<file path="src/rtl/fop_pkg.sv">
`default_nettype none
// ============================================================================
//  Module      : fop_pkg
//  Description : Shared definitions for the fop run sequencer: FSM state
//                encoding and default parameter values.
//  Revision    : 1.0 - initial release
// ============================================================================
package fop_pkg;

    localparam int unsigned RST_CYCLES_DEF = 2;
    localparam int unsigned CNT_W_DEF      = 16;

    typedef enum logic [1:0] {
        ST_IDLE  = 2'd0,
        ST_RESET = 2'd1,
        ST_RUN   = 2'd2,
        ST_DONE  = 2'd3
    } fop_state_e;

endpackage : fop_pkg
`default_nettype wire

</file>
<file path="src/rtl/fop_sat_cnt.sv">
`default_nettype none
// ============================================================================
//  Module      : fop_sat_cnt
//  Description : CNT_W-wide up counter with synchronous clear that sticks at
//                its all-ones value instead of wrapping.
//  Revision    : 1.0 - initial release
// ============================================================================
module fop_sat_cnt
    import fop_pkg::*;
#(
    parameter int unsigned CNT_W = CNT_W_DEF
) (
    input  logic             clk,
    input  logic             rst,
    input  logic             i_clear,
    input  logic             i_inc,
    output logic [CNT_W-1:0] o_count,
    output logic             o_max
);

    logic [CNT_W-1:0] r_count;
    logic             w_max;

    assign w_max   = &r_count;
    assign o_count = r_count;
    assign o_max   = w_max;

    // Counter register: clear wins over increment, increment stops at all-ones
    always_ff @(posedge clk or posedge rst) begin
        if (rst) begin
            r_count <= '0;
        end else if (i_clear) begin
            r_count <= '0;
        end else if (i_inc && !w_max) begin
            r_count <= r_count + 1'b1;
        end
    end

endmodule : fop_sat_cnt
`default_nettype wire

</file>
<file path="src/rtl/fop_seq.sv">
`default_nettype none
// ============================================================================
//  Module      : fop_seq
//  Description : Run sequencer for a downstream fop instance. On start it
//                holds the fop in reset for RST_CYCLES cycles, enables it for
//                run_len cycles (or until stop when run_len is zero), then
//                pulses done. All outputs come straight from flops.
//  Revision    : 1.0 - initial release
// ============================================================================
module fop_seq
    import fop_pkg::*;
#(
    parameter int unsigned RST_CYCLES = RST_CYCLES_DEF,
    parameter int unsigned CNT_W      = CNT_W_DEF
) (
    input  logic             clk,
    input  logic             reset,
    input  logic             start,
    input  logic             stop,
    input  logic [CNT_W-1:0] run_len,
    output logic             fop_reset,
    output logic             fop_enable,
    output logic             busy,
    output logic             done,
    output logic [CNT_W-1:0] cycle_cnt
);

    // Last value of the reset-phase counter before moving on to RUN
    localparam logic [7:0]       c_rst_last = 8'(RST_CYCLES - 1);
    localparam logic [CNT_W-1:0] c_one      = {{(CNT_W-1){1'b0}}, 1'b1};

    fop_state_e       r_state;
    fop_state_e       w_state_nxt;
    logic [7:0]       r_rst_cnt;
    logic [CNT_W-1:0] r_len;
    logic             r_fop_reset;
    logic             r_fop_enable;
    logic             r_busy;
    logic             r_done;
    logic             w_accept;
    logic             w_last;
    logic             w_inc;
    logic             w_at_max;
    logic [CNT_W-1:0] w_cnt;

    // Terminal count: this RUN cycle is the Nth enabled cycle of a bounded run
    assign w_last = (r_len != '0) && (w_cnt == (r_len - c_one));

    // Count every RUN cycle; no point requesting increments once saturated
    assign w_inc = (r_state == ST_RUN) && !w_at_max;

    fop_sat_cnt #(
        .CNT_W (CNT_W)
    ) u_cnt (
        .clk     (clk),
        .rst     (reset),
        .i_clear (w_accept),
        .i_inc   (w_inc),
        .o_count (w_cnt),
        .o_max   (w_at_max)
    );

    // Next-state logic; stop takes priority over start in IDLE
    always_comb begin
        w_state_nxt = r_state;
        w_accept    = 1'b0;
        case (r_state)
            ST_IDLE: begin
                if (start && !stop) begin
                    w_accept    = 1'b1;
                    w_state_nxt = ST_RESET;
                end
            end
            ST_RESET: begin
                if (stop) begin
                    w_state_nxt = ST_IDLE;
                end else if (r_rst_cnt == c_rst_last) begin
                    w_state_nxt = ST_RUN;
                end
            end
            ST_RUN: begin
                if (stop || w_last) begin
                    w_state_nxt = ST_DONE;
                end
            end
            ST_DONE: begin
                w_state_nxt = ST_IDLE;
            end
            default: begin
                w_state_nxt = ST_IDLE;
            end
        endcase
    end

    // State register with outputs decoded from the next state so they are flops
    always_ff @(posedge clk or posedge reset) begin
        if (reset) begin
            r_state      <= ST_IDLE;
            r_fop_reset  <= 1'b0;
            r_fop_enable <= 1'b0;
            r_busy       <= 1'b0;
            r_done       <= 1'b0;
        end else begin
            r_state      <= w_state_nxt;
            r_fop_reset  <= (w_state_nxt == ST_RESET);
            r_fop_enable <= (w_state_nxt == ST_RUN);
            r_busy       <= (w_state_nxt != ST_IDLE);
            r_done       <= (w_state_nxt == ST_DONE);
        end
    end

    // Reset-phase length counter, restarted whenever we are outside RESET
    always_ff @(posedge clk or posedge reset) begin
        if (reset) begin
            r_rst_cnt <= '0;
        end else if (r_state != ST_RESET) begin
            r_rst_cnt <= '0;
        end else begin
            r_rst_cnt <= r_rst_cnt + 8'd1;
        end
    end

    // Run length captured on an accepted start and frozen for the whole run
    always_ff @(posedge clk or posedge reset) begin
        if (reset) begin
            r_len <= '0;
        end else if (w_accept) begin
            r_len <= run_len;
        end
    end

    assign fop_reset  = r_fop_reset;
    assign fop_enable = r_fop_enable;
    assign busy       = r_busy;
    assign done       = r_done;
    assign cycle_cnt  = w_cnt;

endmodule : fop_seq
`default_nettype wire

</file>
<file path="config.mk">
export PLATFORM = sky130hd
export DESIGN_NAME = fop_seq
export DESIGN_NICKNAME = d
export VERILOG_FILES = /design/src/rtl/fop_pkg.sv /design/src/rtl/fop_sat_cnt.sv /design/src/rtl/fop_seq.sv
export SDC_FILE = /design/constraint.sdc
export NUM_CORES = 1
export LEC_CHECK = 0
export CAP_MARGIN = 5
export CORE_MARGIN = 2
export CORE_UTILIZATION = 45
export DETAILED_ROUTE_END_ITERATION = 8
export PLACE_DENSITY = 0.68
export SYNTH_ARGS = -nofsm -noshare
export SYNTH_HDL_FRONTEND = slang
export SYNTH_SLANG_ARGS = --single-unit
</file>
<file path="constraint.sdc">
create_clock -name clk -period 6.99 [get_ports clk]
set_input_delay 1.398 -clock clk [delete_from_list [all_inputs] [get_ports clk]]
set_output_delay 1.398 -clock clk [all_outputs]
set_load 0.03 [all_outputs]
</file>
# Yosys cells after proc, flatten, opt, wreduce, memory -nomap -nowiden
# Cells that the tools add are included.
# totals
word_cells,42
register_bits,46
# op_classes
reduce_logical,12
mux,10
addsub,3
eq_ne,9
# ops
cell,n
16-bit 2-to-1 mux,2
"16-bit by 1-bit adder with 16-bit output, second input constant",1
16-bit equality test,1
16-bit AND reduction,1
16-bit nonzero test,1
"16-bit by 1-bit subtractor with 16-bit output, second input constant",1
"8-bit by 1-bit adder with 8-bit output, second input constant",1
"2-bit equality test, second input constant",4
"8-bit by 1-bit equality test with 1-bit output, second input constant",1
2-bit 2-to-1 mux,4
8-bit 2-to-1 mux,1
2-bit one-hot mux with 4 select lines,1
"2-bit by 1-bit equality test with 1-bit output, second input constant",2
1-bit logical AND,4
2-bit nonzero test,2
1-bit zero test,2
2-bit zero test,1
1-bit 2-to-1 mux,2
"2-bit by 1-bit != test with 1-bit output, second input constant",1
1-bit logical OR,1

# Logic depth before layout (Yosys ltp)
# logic_depth
word_depth,7
ltp_mapped,10
depth_no_buf,8

# Modules after synthesis
# A second synthesis with hierarchy kept.
# unflattened
hier_cells,271
area_unflattened_um2,2766.4
# by_module_without_submodules
mod,instances,area_each_um2,cells_per_inst
fop_seq,1,1795.5,176
fop_sat_cnt,1,970.9,95

# Least setup slack after synthesis
# OpenSTA, ideal clock, no wires.
# synth_path
path_type,input-to-reg
from,in stop
to,reg u_cnt.r_count[0] (netlist: u_cnt.o_count[0])
slack_ns,4.155
n_path_buf,2
cell_stages,4
setup_time_ns,0.132
arrival_time_ns,2.703
path_cell_list,nor4b_2 clkbuf_1 clkbuf_1 nor2_1
# synth_via
elab_chain_cells,5
# synth_lines
element,line_no,source
start: declaration,fop_seq.sv:19,"input logic stop,"
1-bit zero test *,fop_seq.sv:69,if (start && !stop) begin
1-bit logical AND *,fop_seq.sv:69,
1-bit 2-to-1 mux *,fop_seq.sv:69,
1-bit 2-to-1 mux *,fop_seq.sv:67,case (r_state)
16-bit 2-to-1 mux or 2-bit nonzero test (tied branches),-,
end signal: assignment,fop_sat_cnt.sv:35,r_count <= r_count + 1'b1;
end: declaration,fop_sat_cnt.sv:21,logic [CNT_W-1:0] r_count;
# Every way passes the cells marked *; elsewhere a longest branch is shown, timed or not.
# A chain may end at the register's enable or synchronous reset.

# Worst setup path in the final report
# layout_path
from,reg u_cnt.r_count[6] (netlist: u_cnt.o_count[6])
to,out cycle_cnt[6]
# layout_lines
element,line_no,source
end: declaration,fop_seq.sv:25,output logic [CNT_W-1:0] cycle_cnt
# No word-level cell between the ends.

==> flow_metrics.tcl <==
set metrics [dict create \
    worstPathMaxFanout 8 \
    die_w_um 81.4 \
    synth_edf_count 0 \
    syn-mean-instance-area_um2 10.2 \
    critPathTopFamily "buffers and inverters" \
    worst_path_largest_cell_delay_ns 0.74 \
    num_rows 28 \
    drv_cap 0 \
    post-dp-hpwl_mm 4.03 \
    yosys_warnings 0 \
    r2r_cells 8 \
    coreArea_um2 5850 \
    synth_fp_nets 290 \
    grt_usage_pct 18.6 \
    power.density_nw_per_um2 326 \
    synth.area.top_cells "dfrtp_1 (43%), xor2_1 (7.8%), nor2_1 (5.0%)" \
    syn_area_um2 2700 \
    viasPerCell 5.40 \
    relSlewSlack_pct 37.2 \
    tightest_slew_ns 0.941 \
    final_common_cell "dfrtp_1" \
    hold_viol_final 0 \
    synth_top_area_share_pct 42.7 \
    layout.nets 327 \
    critical_path_required_ns 5.59 \
    port_buffers 39 \
    final_cell_mix "dfrtp_1 (46), clkdlybuf4s50_1 (39), nor2_1 (36)" \
    gp_congestion 0.825 \
    setup_viol 0 \
    root_buffer "clkbuf_8" \
    timing.final.crit_share_pct 42.2 \
    initial_utilization_pct 46.1 \
    synthCells 265 \
    synthArstFlopShare_pct 100 \
    postCtsResizedCells 0 \
    drive_above_1_share_pct 10.9 \
    cts_tree "done" \
    crit_cells 1 \
    clk_latency_ns 0.30 \
    cts.htree.levels 2 \
    clock-sinks 46 \
    holdPathStages 1 \
    fmax_mhz 339 \
    hp-class "reg2reg" \
    clockBufferDepth 2 \
    routedWlPerCell_um 14.8 \
    yosysUniqueCellTypes 52 \
    drcViolationCount 0 \
    num_vias 2036 \
    synthToLayoutAreaGrowth_pct 21.0 \
    outcome "complete, no violations" \
    antenna_cells 0 \
    slew_viol_final 0 \
    dieArea_um2 6630 \
    critPathKind "reg2out" \
    endpoint_kind "output port" \
    clk_pin_slew_ns 0.08 \
    grt_start_max_net_pins 47 \
    ys_seq_area_share_pct 42.7 \
    gr-total-overflow 0 \
    p_leak_uw 0.00134 \
    antenna_found_initial 0 \
    grt_pass1_vias 1963 \
    path_buf_inv 1 \
    critPathArrivalTime_ns 1.55 \
    crit_slowest_cell "clkdlybuf4s50_1" \
    grt_pass1_wl_mm 9.38 \
    drt_iter0_drc 100 \
    nFillCells 543 \
    io_pins 40 \
    postRouteAntennaNets 0 \
    yosysTopAreaCell "dfrtp_1" \
    route.final.wire_length_mm 5.58 \
    tns_ns 0 \
    numCtsBuffers 5 \
    cp-start-kind "flip-flop" \
    rsz0062_at_grt "no" \
    cts_hold_buf 0 \
    synth-seq-cells 46 \
    crit_chain "clkdlybuf4s50_1" \
    p_total_uw 1070 \
    finClkSkew_ns 0.00913 \
    die_height_um 81.4 \
    synth_flop_cell "dfrtp_1" \
    drtPass1Iterations 4 \
    cts_setup_buffers 0 \
    period_needed_ns 2.95 \
    vdd_drop_max_mv 0.178 \
]
[final timing paths]
path	from	to	slack (ns)
min in group asynchronous	reset	u_cnt.o_count[10]	1.62
worst min-delay path	r_rst_cnt[0]	r_rst_cnt[0]	0.49
worst max-delay path	u_cnt.o_count[6]	cycle_cnt[6]	4.04
worst max register to register	r_len[0]	fop_enable	4.30
worst min register to register	r_rst_cnt[0]	r_rst_cnt[0]	0.49
max in group asynchronous	reset	r_len[15]	4.78
[worst register-to-register path, stage by stage, from the launching register on]
cell and delay [ns]:
dfrtp_1 0.47, inv_1 0.14, ha_1 0.41, or2b_2 0.34, or3_1 0.33, o211a_2 0.27
a211oi_1 0.27, nand4_1 0.16, and3b_1 0.20
[report_power, final]
group          switching (uW)  internal [uW]
clock network            89.9            114
logic                     223            196
registers                 108            334
[metal layers]
layer,part of all wire (%),up-vias,GRT usage [%]
met2,48,30,30.7
met1,47,984,25.2
met5,0,-,0
met4,1.4,0,5.08
met3,2.8,6,3.33
li1,-,1016,-
[layout make-up]
cell class / count / area, um^2 / share of cell area [%]
Multi-Input combinational cell: 201 / 1480 / 45.3
Sequential cell: 46 / 1150 / 35.3
Timing Repair Buffer: 40 / 398 / 12.2
Tap cell: 75 / 93.8 / 2.88
Clock buffer: 6 / 82.6 / 2.53
Clock inverter: 1 / 30.0 / 0.920
Inverter: 8 / 30.0 / 0.920
[sequential cells by signal, indices dropped and copies added (netlist names)]
register / cells
r_state: 2
r_len: 16
fop_enable: 1
fop_reset: 1
done: 1
busy: 1
u_cnt.o_count: 16
r_rst_cnt: 8
[cell usage after synthesis (2+ instances only)]
library cell   n
dfrtp_1       46
nor2_1        36
xor2_1        24
xnor2_1       13
nand4_1       12
nand3_1       11
nand2_1       10
inv_1          8
mux2_2         8
clkbuf_1       7
nor3_1         7
and3_1         5
ha_1           5
mux2_1         5
o21ai_0        5
o31ai_1        5
o2111ai_1      4
or3_1          4
and4_1         3
nand2b_1       3
nand3b_1       3
nor4_1         3
a211oi_1       2
a21oi_1        2
buf_4          2
nor2b_1        2
nor3_2         2
nor3b_1        2
nor4_4         2
nor4b_2        2
[per-stage QoR]
step / instance area [um^2] / utilization, % / hold slack [ns] / instances / setup slack (ns)
detailed placement: 3150 / 53.8 / 0.479 / 370 / 3.91
CTS: 3260 / 55.8 / 0.491 / 377 / 4.03
finish: 3260 / 55.8 / 0.488 / 377 / 4.04
floorplan: 2700 / - / 0.453 / 265 / 4.15
global route: 3260 / 55.8 / 0.527 / 377 / 3.97
global placement: 3150 / 53.8 / 0.474 / 370 / 3.93
[cell families after synthesis]
group	after synthesis	share of synthesized area, %
DFF	46	42.7
AOI/OAI and AO/OA	28	8.40
muxes	15	6.36
xor gates and xnor gates	38	12.6
adders and majority gates	5	2.32
and+or+nand+nor	115	24.8
buffers and inverters	18	2.83
No activity file was read; power rests on OpenSTA's default activity.
